**src/rtl/vsram_read_ctrl_pkg.sv**
```systemverilog
// Shared vSRAM constants and types.
// Used by both the read and write paths.
package vsram_read_ctrl_pkg;

  localparam int VSRAM_NUM_BANKS = 4;
  localparam int VSRAM_ADDR_W    = 9;
  localparam int VSRAM_DATA_W    = 48;
  localparam int VSRAM_CNT_W     = 3;

  localparam logic [VSRAM_ADDR_W-1:0] VSRAM_IDLE_ADDR = 9'h0FF;

  typedef logic [1:0]              vsram_bank_t;
  typedef logic [VSRAM_ADDR_W-1:0] vsram_addr_t;
  typedef logic [VSRAM_DATA_W-1:0] vsram_data_t;
  typedef logic [VSRAM_CNT_W-1:0]  vsram_cnt_t;

  typedef enum logic [1:0] {
    ST_IDLE,
    ST_ISSUE,
    ST_WAIT,
    ST_DONE
  } vsram_rd_state_e;

endpackage

```
**src/rtl/vsram_read_ctrl_if.sv**
```systemverilog
// Request/response and SRAM bank bus of the vSRAM read path.
// slave = controller side, master = requester and SRAM models.
interface vsram_read_ctrl_if;
  import vsram_read_ctrl_pkg::*;

  logic        in_readReq;
  vsram_bank_t in_vsramNum;
  vsram_addr_t in_colNum;
  logic        readReady;
  logic        readVsramDoneFlag;
  vsram_data_t out_dataReadVal;

  vsram_addr_t sram_1_readAddressline;
  vsram_addr_t sram_2_readAddressline;
  vsram_addr_t sram_3_readAddressline;
  vsram_addr_t sram_4_readAddressline;
  logic        sram_1_readEnable;
  logic        sram_2_readEnable;
  logic        sram_3_readEnable;
  logic        sram_4_readEnable;
  vsram_data_t sram_1_readData;
  vsram_data_t sram_2_readData;
  vsram_data_t sram_3_readData;
  vsram_data_t sram_4_readData;

  modport slave (
    input  in_readReq, in_vsramNum, in_colNum,
    input  sram_1_readData, sram_2_readData,
    input  sram_3_readData, sram_4_readData,
    output readReady, readVsramDoneFlag,
    output out_dataReadVal,
    output sram_1_readAddressline,
    output sram_2_readAddressline,
    output sram_3_readAddressline,
    output sram_4_readAddressline,
    output sram_1_readEnable, sram_2_readEnable,
    output sram_3_readEnable, sram_4_readEnable
  );

  modport master (
    output in_readReq, in_vsramNum, in_colNum,
    output sram_1_readData, sram_2_readData,
    output sram_3_readData, sram_4_readData,
    input  readReady, readVsramDoneFlag,
    input  out_dataReadVal,
    input  sram_1_readAddressline,
    input  sram_2_readAddressline,
    input  sram_3_readAddressline,
    input  sram_4_readAddressline,
    input  sram_1_readEnable, sram_2_readEnable,
    input  sram_3_readEnable, sram_4_readEnable
  );

endinterface

```
**src/rtl/vsram_bank_decode.sv**
```systemverilog
// One-hot bank enable and address fan-out.
// Unselected banks park on IDLE_ADDR.
module vsram_bank_decode
  import vsram_read_ctrl_pkg::*;
#(
  parameter vsram_addr_t IDLE_ADDR = VSRAM_IDLE_ADDR
) (
  input  vsram_bank_t                       i_bank,
  input  vsram_addr_t                       i_col,
  input  logic                              i_strobe,
  output logic [VSRAM_NUM_BANKS-1:0]        o_en,
  output vsram_addr_t [VSRAM_NUM_BANKS-1:0] o_addr
);

  always_comb begin
    o_en   = '0;
    o_addr = {VSRAM_NUM_BANKS{IDLE_ADDR}};
    for (int i = 0; i < VSRAM_NUM_BANKS; i++) begin
      if (i_strobe && i_bank == vsram_bank_t'(i)) begin
        o_en[i]   = 1'b1;
        o_addr[i] = i_col;
      end
    end
  end

endmodule

```
**src/rtl/vsram_read_ctrl.sv**
```systemverilog
// Single-word read controller for the four-bank vSRAM.
// Issues one strobe, waits the bank latency, returns the word.
module vsram_read_ctrl
  import vsram_read_ctrl_pkg::*;
#(
  parameter int unsigned SRAM_RD_LATENCY = 1,
  parameter vsram_addr_t IDLE_ADDR       = VSRAM_IDLE_ADDR
) (
  input  logic               clock,
  input  logic               reset,
  vsram_read_ctrl_if.slave   bus
);

  localparam vsram_cnt_t LAT_M1 =
    vsram_cnt_t'(SRAM_RD_LATENCY - 1);

  vsram_rd_state_e r_state;
  vsram_rd_state_e w_nxt;
  vsram_bank_t     r_bank;
  vsram_bank_t     w_bank;
  vsram_addr_t     r_col;
  vsram_addr_t     w_col;
  vsram_cnt_t      r_cnt;
  vsram_cnt_t      w_cnt;
  logic            r_ready;
  logic            r_done;
  vsram_data_t     r_data;
  vsram_data_t     w_rdata;
  logic            w_acc;
  logic            w_cap;

  logic [VSRAM_NUM_BANKS-1:0]        r_en;
  logic [VSRAM_NUM_BANKS-1:0]        w_en;
  vsram_addr_t [VSRAM_NUM_BANKS-1:0] r_addr;
  vsram_addr_t [VSRAM_NUM_BANKS-1:0] w_addr;

  assign w_acc = bus.in_readReq & r_ready;

  always_comb begin
    w_nxt  = r_state;
    w_bank = r_bank;
    w_col  = r_col;
    w_cnt  = r_cnt;
    w_cap  = 1'b0;
    unique case (r_state)
      ST_IDLE, ST_DONE: begin
        w_nxt = ST_IDLE;
        if (w_acc) begin
          w_nxt  = ST_ISSUE;
          w_bank = bus.in_vsramNum;
          w_col  = bus.in_colNum;
        end
      end
      ST_ISSUE: begin
        w_nxt = ST_WAIT;
        w_cnt = LAT_M1;
      end
      ST_WAIT: begin
        if (r_cnt == '0) begin
          w_nxt = ST_DONE;
          w_cap = 1'b1;
        end else begin
          w_cnt = r_cnt - vsram_cnt_t'(1);
        end
      end
      default: w_nxt = ST_IDLE;
    endcase
  end

  // Capture mux follows the latched bank only.
  always_comb begin
    w_rdata = bus.sram_1_readData;
    unique case (r_bank)
      2'd0: w_rdata = bus.sram_1_readData;
      2'd1: w_rdata = bus.sram_2_readData;
      2'd2: w_rdata = bus.sram_3_readData;
      2'd3: w_rdata = bus.sram_4_readData;
      default: w_rdata = bus.sram_1_readData;
    endcase
  end

  vsram_bank_decode #(
    .IDLE_ADDR (IDLE_ADDR)
  ) u_dec (
    .i_bank   (w_bank),
    .i_col    (w_col),
    .i_strobe (w_nxt == ST_ISSUE),
    .o_en     (w_en),
    .o_addr   (w_addr)
  );

  always_ff @(posedge clock) begin
    if (reset) begin
      r_state <= ST_IDLE;
      r_bank  <= '0;
      r_col   <= '0;
      r_cnt   <= '0;
      r_ready <= 1'b0;
      r_done  <= 1'b0;
      r_data  <= '0;
      r_en    <= '0;
      r_addr  <= {VSRAM_NUM_BANKS{IDLE_ADDR}};
    end else begin
      r_state <= w_nxt;
      r_bank  <= w_bank;
      r_col   <= w_col;
      r_cnt   <= w_cnt;
      r_ready <= (w_nxt == ST_IDLE) ||
                 (w_nxt == ST_DONE);
      r_done  <= (w_nxt == ST_DONE);
      r_en    <= w_en;
      r_addr  <= w_addr;
      if (w_cap) r_data <= w_rdata;
    end
  end

  assign bus.readReady         = r_ready;
  assign bus.readVsramDoneFlag = r_done;
  assign bus.out_dataReadVal   = r_data;

  assign bus.sram_1_readEnable = r_en[0];
  assign bus.sram_2_readEnable = r_en[1];
  assign bus.sram_3_readEnable = r_en[2];
  assign bus.sram_4_readEnable = r_en[3];

  assign bus.sram_1_readAddressline = r_addr[0];
  assign bus.sram_2_readAddressline = r_addr[1];
  assign bus.sram_3_readAddressline = r_addr[2];
  assign bus.sram_4_readAddressline = r_addr[3];

endmodule

```
**src/flat_wrapper.sv**
```systemverilog
// flat-port wrapper written by rule: the top's interface ports become plain ports
module vsram_read_ctrl_flat import vsram_read_ctrl_pkg::*;
#(
  parameter int unsigned SRAM_RD_LATENCY = 1,
  parameter vsram_addr_t IDLE_ADDR       = VSRAM_IDLE_ADDR
)
  (clock, reset, bus_in_readReq, bus_in_vsramNum, bus_in_colNum, bus_sram_1_readData, bus_sram_2_readData, bus_sram_3_readData, bus_sram_4_readData, bus_readReady, bus_readVsramDoneFlag, bus_out_dataReadVal, bus_sram_1_readAddressline, bus_sram_2_readAddressline, bus_sram_3_readAddressline, bus_sram_4_readAddressline, bus_sram_1_readEnable, bus_sram_2_readEnable, bus_sram_3_readEnable, bus_sram_4_readEnable);
  vsram_read_ctrl_if bus_i ();
  input  logic clock;
  input  logic reset;
  input wire logic [$bits(bus_i.in_readReq)-1:0] bus_in_readReq;
  input wire logic [$bits(bus_i.in_vsramNum)-1:0] bus_in_vsramNum;
  input wire logic [$bits(bus_i.in_colNum)-1:0] bus_in_colNum;
  input wire logic [$bits(bus_i.sram_1_readData)-1:0] bus_sram_1_readData;
  input wire logic [$bits(bus_i.sram_2_readData)-1:0] bus_sram_2_readData;
  input wire logic [$bits(bus_i.sram_3_readData)-1:0] bus_sram_3_readData;
  input wire logic [$bits(bus_i.sram_4_readData)-1:0] bus_sram_4_readData;
  output wire logic [$bits(bus_i.readReady)-1:0] bus_readReady;
  output wire logic [$bits(bus_i.readVsramDoneFlag)-1:0] bus_readVsramDoneFlag;
  output wire logic [$bits(bus_i.out_dataReadVal)-1:0] bus_out_dataReadVal;
  output wire logic [$bits(bus_i.sram_1_readAddressline)-1:0] bus_sram_1_readAddressline;
  output wire logic [$bits(bus_i.sram_2_readAddressline)-1:0] bus_sram_2_readAddressline;
  output wire logic [$bits(bus_i.sram_3_readAddressline)-1:0] bus_sram_3_readAddressline;
  output wire logic [$bits(bus_i.sram_4_readAddressline)-1:0] bus_sram_4_readAddressline;
  output wire logic [$bits(bus_i.sram_1_readEnable)-1:0] bus_sram_1_readEnable;
  output wire logic [$bits(bus_i.sram_2_readEnable)-1:0] bus_sram_2_readEnable;
  output wire logic [$bits(bus_i.sram_3_readEnable)-1:0] bus_sram_3_readEnable;
  output wire logic [$bits(bus_i.sram_4_readEnable)-1:0] bus_sram_4_readEnable;
  assign bus_i.in_readReq = bus_in_readReq;
  assign bus_i.in_vsramNum = bus_in_vsramNum;
  assign bus_i.in_colNum = bus_in_colNum;
  assign bus_i.sram_1_readData = bus_sram_1_readData;
  assign bus_i.sram_2_readData = bus_sram_2_readData;
  assign bus_i.sram_3_readData = bus_sram_3_readData;
  assign bus_i.sram_4_readData = bus_sram_4_readData;
  assign bus_readReady = bus_i.readReady;
  assign bus_readVsramDoneFlag = bus_i.readVsramDoneFlag;
  assign bus_out_dataReadVal = bus_i.out_dataReadVal;
  assign bus_sram_1_readAddressline = bus_i.sram_1_readAddressline;
  assign bus_sram_2_readAddressline = bus_i.sram_2_readAddressline;
  assign bus_sram_3_readAddressline = bus_i.sram_3_readAddressline;
  assign bus_sram_4_readAddressline = bus_i.sram_4_readAddressline;
  assign bus_sram_1_readEnable = bus_i.sram_1_readEnable;
  assign bus_sram_2_readEnable = bus_i.sram_2_readEnable;
  assign bus_sram_3_readEnable = bus_i.sram_3_readEnable;
  assign bus_sram_4_readEnable = bus_i.sram_4_readEnable;
  vsram_read_ctrl #(.SRAM_RD_LATENCY(SRAM_RD_LATENCY), .IDLE_ADDR(IDLE_ADDR)) u_core (.clock(clock), .reset(reset), .bus(bus_i));
endmodule
```
**config.mk**
```make
export PLATFORM = sky130hd
export DESIGN_NAME = vsram_read_ctrl_flat
export DESIGN_NICKNAME = d
export VERILOG_FILES = /design/src/rtl/vsram_read_ctrl_pkg.sv /design/src/rtl/vsram_read_ctrl_if.sv /design/src/rtl/vsram_bank_decode.sv /design/src/rtl/vsram_read_ctrl.sv /design/src/flat_wrapper.sv
export SDC_FILE = /design/constraint.sdc
export NUM_CORES = 1
export LEC_CHECK = 0
export ABC_AREA = 0
export CAP_MARGIN = 20
export CORE_MARGIN = 2
export CORE_UTILIZATION = 25
export CTS_CLUSTER_DIAMETER = 150
export CTS_CLUSTER_SIZE = 28
export DETAILED_ROUTE_END_ITERATION = 12
export PLACE_DENSITY = 0.58
export SETUP_SLACK_MARGIN = 0.4
export SLEW_MARGIN = 20
export SYNTH_ARGS = -nofsm -noshare
export SYNTH_HDL_FRONTEND = slang
export SYNTH_HIERARCHICAL = 1
export SYNTH_SLANG_ARGS = --single-unit
```
**constraint.sdc**
```tcl
create_clock -name clock -period 2.5 [get_ports clock]
set_input_delay 0.375 -clock clock [delete_from_list [all_inputs] [get_ports clock]]
set_output_delay 0.375 -clock clock [all_outputs]
set_load 0.02 [all_outputs]
```
# Word-level counts from Yosys, hierarchy flattened
# Cells that the tools add are included.
# classes
n_addsub	1
n_eq_ne	12
muxes	16
bitwise_logic	5
n_reduce_logical	17
# op_table
op	n
case mux 48 bit (4 select lines)	1
two-way mux 9 bit	2
equality test 2 bit (second input constant)	7
OR reduction 2 bit	5
equality test 2 x 1 -> 1 bit (second input constant)	4
logical NOT 2 bit	4
two-way mux 1 bit	7
two-way mux 2 bit	3
case mux 2 bit (3 select lines)	1
case mux 3 bit (2 select lines)	1
logical AND 1 bit	4
NOT 1 bit	4
logical NOT 3 bit	1
two-way mux 3 bit	1
subtractor 3 x 1 -> 3 bit (second input constant)	1
!= test 2 bit (second input constant)	1
AND reduction 2 bit	1
nonzero test 2 bit	1
AND 1 bit	1
logical OR 1 bit	1
# totals
reg_bits	106

# Depth between registers and ports, before layout
# logic_depth
depth_word	7
depth_mapped	10
mapped_depth_nobuf	8

# Modules after synthesis
# The synthesis kept the hierarchy.
# by_module_without_submodules
module	n_inst	cells_each	area_each_um2	seq_area_each_um2
vsram_read_ctrl	1	427	4631.9	2122.0
vsram_bank_decode	1	52	461.7	0.0

# Least setup slack after synthesis
# No wires, ideal clock.
# synth_path
path_type	flip-flop to flip-flop
start	register u_core.r_state[0]
end	register u_core.r_addr, in the netlist u_core/bus.sram_1_readAddressline[4]
arrival_ns	2.350
required_time_ns	2.377
setup_slack_ns	0.027
path_stages_with_launch	9
n_path_buf	2
period_less_slack_ns	2.473
cell_sequence	dfxtp_1 > inv_1 > ha_1 > nand3_1 > buf_2 > mux2_2 > buf_2 > or4b_1 > or2_2
# synth_via
elab_chain_len	7
elab_cells_between_ends	14
cone_classes	4 x eq/ne; 4 x mux; 1 x bitwise; 5 x reduce/logical
# synth_rtl
item	line	rtl
start, declared	vsram_read_ctrl.sv:17	vsram_rd_state_e r_state;
start signal, assigned	vsram_read_ctrl.sv:104	r_state <= w_nxt;
equality test 2 bit or logical NOT 2 bit (tied branches)	vsram_read_ctrl.sv:45	unique case (r_state)
OR reduction 2 bit *	vsram_read_ctrl.sv:45	
two-way mux 2 bit *	vsram_read_ctrl.sv:45	
named net u_core.w_bank[0]	vsram_read_ctrl.sv:20	vsram_bank_t w_bank;
logical NOT 2 bit *	vsram_bank_decode.sv:19	if (i_strobe && i_bank == vsram_bank_t'(i)) begin
logical AND 1 bit *	vsram_bank_decode.sv:19	
NOT 1 bit (no source line) *	-	
OR reduction 2 bit (no source line) *	-	
end signal, assigned	vsram_read_ctrl.sv:102	r_addr <= {VSRAM_NUM_BANKS{IDLE_ADDR}};
end signal, assigned	vsram_read_ctrl.sv:112	r_addr <= w_addr;
end, declared	vsram_read_ctrl.sv:34	vsram_addr_t [VSRAM_NUM_BANKS-1:0] r_addr;
# The timed path passes the listed nets; every way through them passes the cells marked *.
# A chain may end at the register's enable or synchronous reset.

# Worst setup path in the final report
# layout_path
start	register u_core.r_cnt[1]
end	register u_core.r_addr, in the netlist u_core/bus.sram_1_readAddressline[3]
# layout_via
elab_chain_len	7
# layout_rtl
item	line	rtl
start, declared	vsram_read_ctrl.sv:23	vsram_cnt_t r_cnt;
start signal, assigned	vsram_read_ctrl.sv:107	r_cnt <= w_cnt;
logical NOT 3 bit	vsram_read_ctrl.sv:59	if (r_cnt == '0) begin
two-way mux 2 bit	vsram_read_ctrl.sv:59	
case mux 2 bit (3 select lines)	vsram_read_ctrl.sv:45	
equality test 2 x 1 -> 1 bit	vsram_read_ctrl.sv:87	.i_strobe (w_nxt == ST_ISSUE),
logical AND 1 bit	vsram_bank_decode.sv:19	
NOT 1 bit (no source line)	-	
OR reduction 2 bit (no source line)	-	
# Every way passes these cells.

==> results.tsv <==
stage	metric	value	unit
critical_path	startpoint_type	flop	
global_route	grt_usage	0.169	
clock_tree	cts_buffers	9	
timing	fmax	0.464	GHz
clock_tree	ctsHoldBuffers	0	
global_route	overflow	0	
timing	tightest_slew	0.571	ns
critical_path	cp.required	2.74	ns
synthesis	synthMuxAreaShare	0.225	
synthesis	syn_area	5090	um2
detailed_routing	drtIter0Drc	145	
synthesis	synth_seq_cells	106	
global_route	first_global_vias	5032	
critical_path	critPathKind	reg -> reg	
cells_and_area	fin_nets	996	
detailed_routing	via_per_inst	4.60	
synthesis	yosysSeqAreaShare	0.417	
detailed_routing	drt-total-wl	19200	um
timing	max-slew-margin-rel	0.619	
synthesis	synth_compound_area_frac	0.103	
critical_path	critical_path.endpoint	u_core/bus.sram_1_readAddressline[3]	
placed_design	hpwl	13700	um
global_route	antenna_found_initial	0	
timing	finalMaxSlewViolations	0	
critical_path	crit_chain	inv_2 > ha_4 > ha_4 > buf_6 > o211ai_1 > nand2_1 > ha_4 > buf_12 > or4b_1 > or2_4	
floorplanning	dieArea	21500	um2
critical_path	r2r_slack	0.35	ns
synthesis	synth-simple-area-share	0.193	
critical_path	r2r_cells	10	
synthesis	yosys.area_share.adder	0.0147	
synthesis	yosysWarnings	6	
detailed_routing	vias	4870	
synthesis	synthFlopType	dfxtp_1	
critical_path	cp_max_fo	5	
pwr	irDropWorstVdd	0.348	mV
critical_path	cp_common_cell	ha_4	
floorplanning	ios	296	
placed_design	place.gp.congestion	0.786	
synthesis	syn_nets	691	
run	drv_cap	0	
clock_tree	h-tree-depth	3	
critical_path	crit_arrival	2.40	ns
synthesis	syn_inst	479	
synthesis	synth_top_area_share	0.417	
floorplanning	die-height	147	um
detailed_routing	wire_per_inst	18.1	um
critical_path	worstSetupEndpointType	flop	
timing	fin_crit	2.15	ns
detailed_routing	drc	0	
timing	grt_setup_unrepaired	true	
cells_and_area	synthToLayoutAreaGrowth	78.1	%
global_route	grt_use_met3	0.0506	
placed_design	portBuffers	295	
timing	finalSetupViolations	0	
timing	fin_tns_setup	0	ns
timing	fin_crit_sh	0.862	
critical_path	slowest_stage	or4b_1	
synthesis	yosysTopAreaCell	dfxtp_1	
clock_tree	path_clk_slew	0.07	ns
worst_hold_path	hold_class	reg -> reg	
synthesis	synth-xor-area-share	0	
cells_and_area	utilization	0.451	
floorplanning	dieWidth	147	um
clock_tree	clock_sinks	106	
detailed_routing	drtAntennaViolNets	0	
critical_path	reg2reg_from	u_core/r_cnt[1]	
floorplanning	core_area	20100	um2
status	status	finished clean	
detailed_routing	first_pass_iters	4	
clock_tree	clock_latency	0.35	ns
clock_tree	cts_tree	built	
floorplanning	initial_core_util	0.253	
global_route	grt_max_degree	56	
pwr	p_leak	0.00327	uW
cells_and_area	n_fill_cell	1838	
pwr	powerDensity	521	nW/um2
synthesis	synth_top_family_by_area	multiplexers	
timing	skew	0.00789	ns
cells_and_area	diodes	0	
critical_path	slowest_delay	0.43	ns
critical_path	r2r-end	u_core/bus.sram_1_readAddressline[3]	
synthesis	async_flop_share	0	
clock_tree	clk_path_buf_depth	2	
clock_tree	cts_root_buffer	clkbuf_16	
critical_path	setup.worst_path.start	u_core/r_cnt[1]	
synthesis	syn_avg_cell_area	10.6	um2
global_route	met2_usage	0.301	
synthesis	synth_edf_count	0	
timing	hold_viol	0	
synthesis	synthDistinctLibCells	32	
global_route	grt_pass1_wl	28600	um
floorplanning	num_rows	52	
global_route	met1_usage	0.198	
synthesis	synth_area_leaders	dfxtp_1 42%, mux2_2 11%, a221o_1 9.4%, mux2i_1 9.4%, nor2_1 3.8%	
cells_and_area	drive_gt1_frac	0.172	
global_route	top_usage_layer	met2	
[registers in the layout (all words and copies together), names as in the netlist, 2 cells and up]
register,count
u_core/r_bank,2
u_core/r_en,4
u_core/bus.out_dataReadVal,48
u_core/bus.sram_3_readAddressline,9
u_core/r_cnt,3
u_core/bus.sram_4_readAddressline,9
u_core/bus.sram_2_readAddressline,9
u_core/r_state,2
u_core/r_col,9
u_core/bus.sram_1_readAddressline,9
[critical path, delay by kind of cell (launching register included)]
family | cells | cell delay (ns)
and+or+nand+nor | 3 | 0.80
AOI/OAI and AO/OA | 1 | 0.11
buffers and inverters | 3 | 0.30
DFF | 1 | 0.33
adders and majority gates | 3 | 0.52
[logic make-up (layout without fill, tap and decap cells)]
group / Yosys count / in the layout
flops: 106 / 106
fa+ha+maj: 6 / 6
simple gates: 153 / 154
buf+inv: 51 / 358
compound gates: 56 / 56
mux: 107 / 109
[layout make-up]
type	count	area [um2]	share of cell area
repair buffers	336	3400	0.375
multi-input cells	325	2870	0.316
flip-flops and latches	106	2130	0.235
well taps	270	338	0.0372
clock buffers	12	256	0.0283
clock inverters	4	55.1	0.00607
inverters	6	22.5	0.00248
[report_power, final]
group | switching, uW | internal [uW]
sequential | 67.1 | 1780
clock | 647 | 840
combinational | 544 | 849
[cells in the mapped netlist, types with 7 or more instances]
cell type / instances
nand4b_1: 9
buf_4: 7
nor2_1: 51
dfxtp_1: 106
nor2b_1: 22
or4b_1: 8
clkbuf_1: 17
mux2i_1: 48
mux2_2: 48
or2_2: 12
buf_2: 19
mux2_1: 11
or2_1: 20
a221o_1: 48
nand4bb_1: 16
[metal layers]
layer	part of all wire	up-vias
met5	0	-
met4	0.014	0
met3	0.071	20
met2	0.50	186
met1	0.42	2299
li1	-	2365
[metrics by stage]
| stage | power (uW) | cell area [um2] | setup slack, ns | hold slack [ns] | cells |
|---|---|---|---|---|---|
| after CTS | 4760 | 8980 | 0.342 | 0.477 | 1053 |
| after global placement | 3110 | 8430 | 0.0297 | 0.455 | 1023 |
| after floorplan | 2480 | 5150 | 0.377 | 0.450 | 479 |
| final | 4730 | 9070 | 0.346 | 0.487 | 1059 |
| after global routing | 4940 | 9070 | 0.250 | 0.498 | 1059 |
| after detailed placement | 3140 | 8450 | 0.00369 | 0.467 | 1024 |
[worst min path at each step]
stage	start	cells after the start	to	slack [ns]
4_1_cts	u_core/r_cnt[2]	2	u_core/r_cnt[2]	0.48
5_1_grt	u_core/bus.out_dataReadVal[11]	1	u_core/bus.out_dataReadVal[11]	0.50
6_report	u_core/r_cnt[2]	2	u_core/r_cnt[2]	0.49
3_5_place_dp	u_core/r_cnt[2]	2	u_core/r_cnt[2]	0.47
2_1_floorplan	u_core/r_cnt[0]	2	u_core/r_cnt[0]	0.45
3_3_place_gp	u_core/r_cnt[1]	2	u_core/r_cnt[1]	0.45
[cell usage in the layout (no fill, tap or decap), types with 6 or more instances in the layout]
master	instances
nor2b_1	22
or2_1	20
buf_6	7
a221o_1	48
buf_4	27
nand4bb_1	16
clkbuf_16	9
or2_4	6
mux2i_1	48
or2_2	6
nor2_1	50
dfxtp_1	102
or4b_1	8
mux2_2	50
mux2_1	9
nand4b_1	9
clkdlybuf4s50_1	295
[repair_timing]
item	CTS	global route
endpoints found under the setup margin	56	46
pin swaps	2	13
setup buffers	7	6
cloned	6	0
gates resized for setup	13	12
Power figures use the tool's default switching activity.
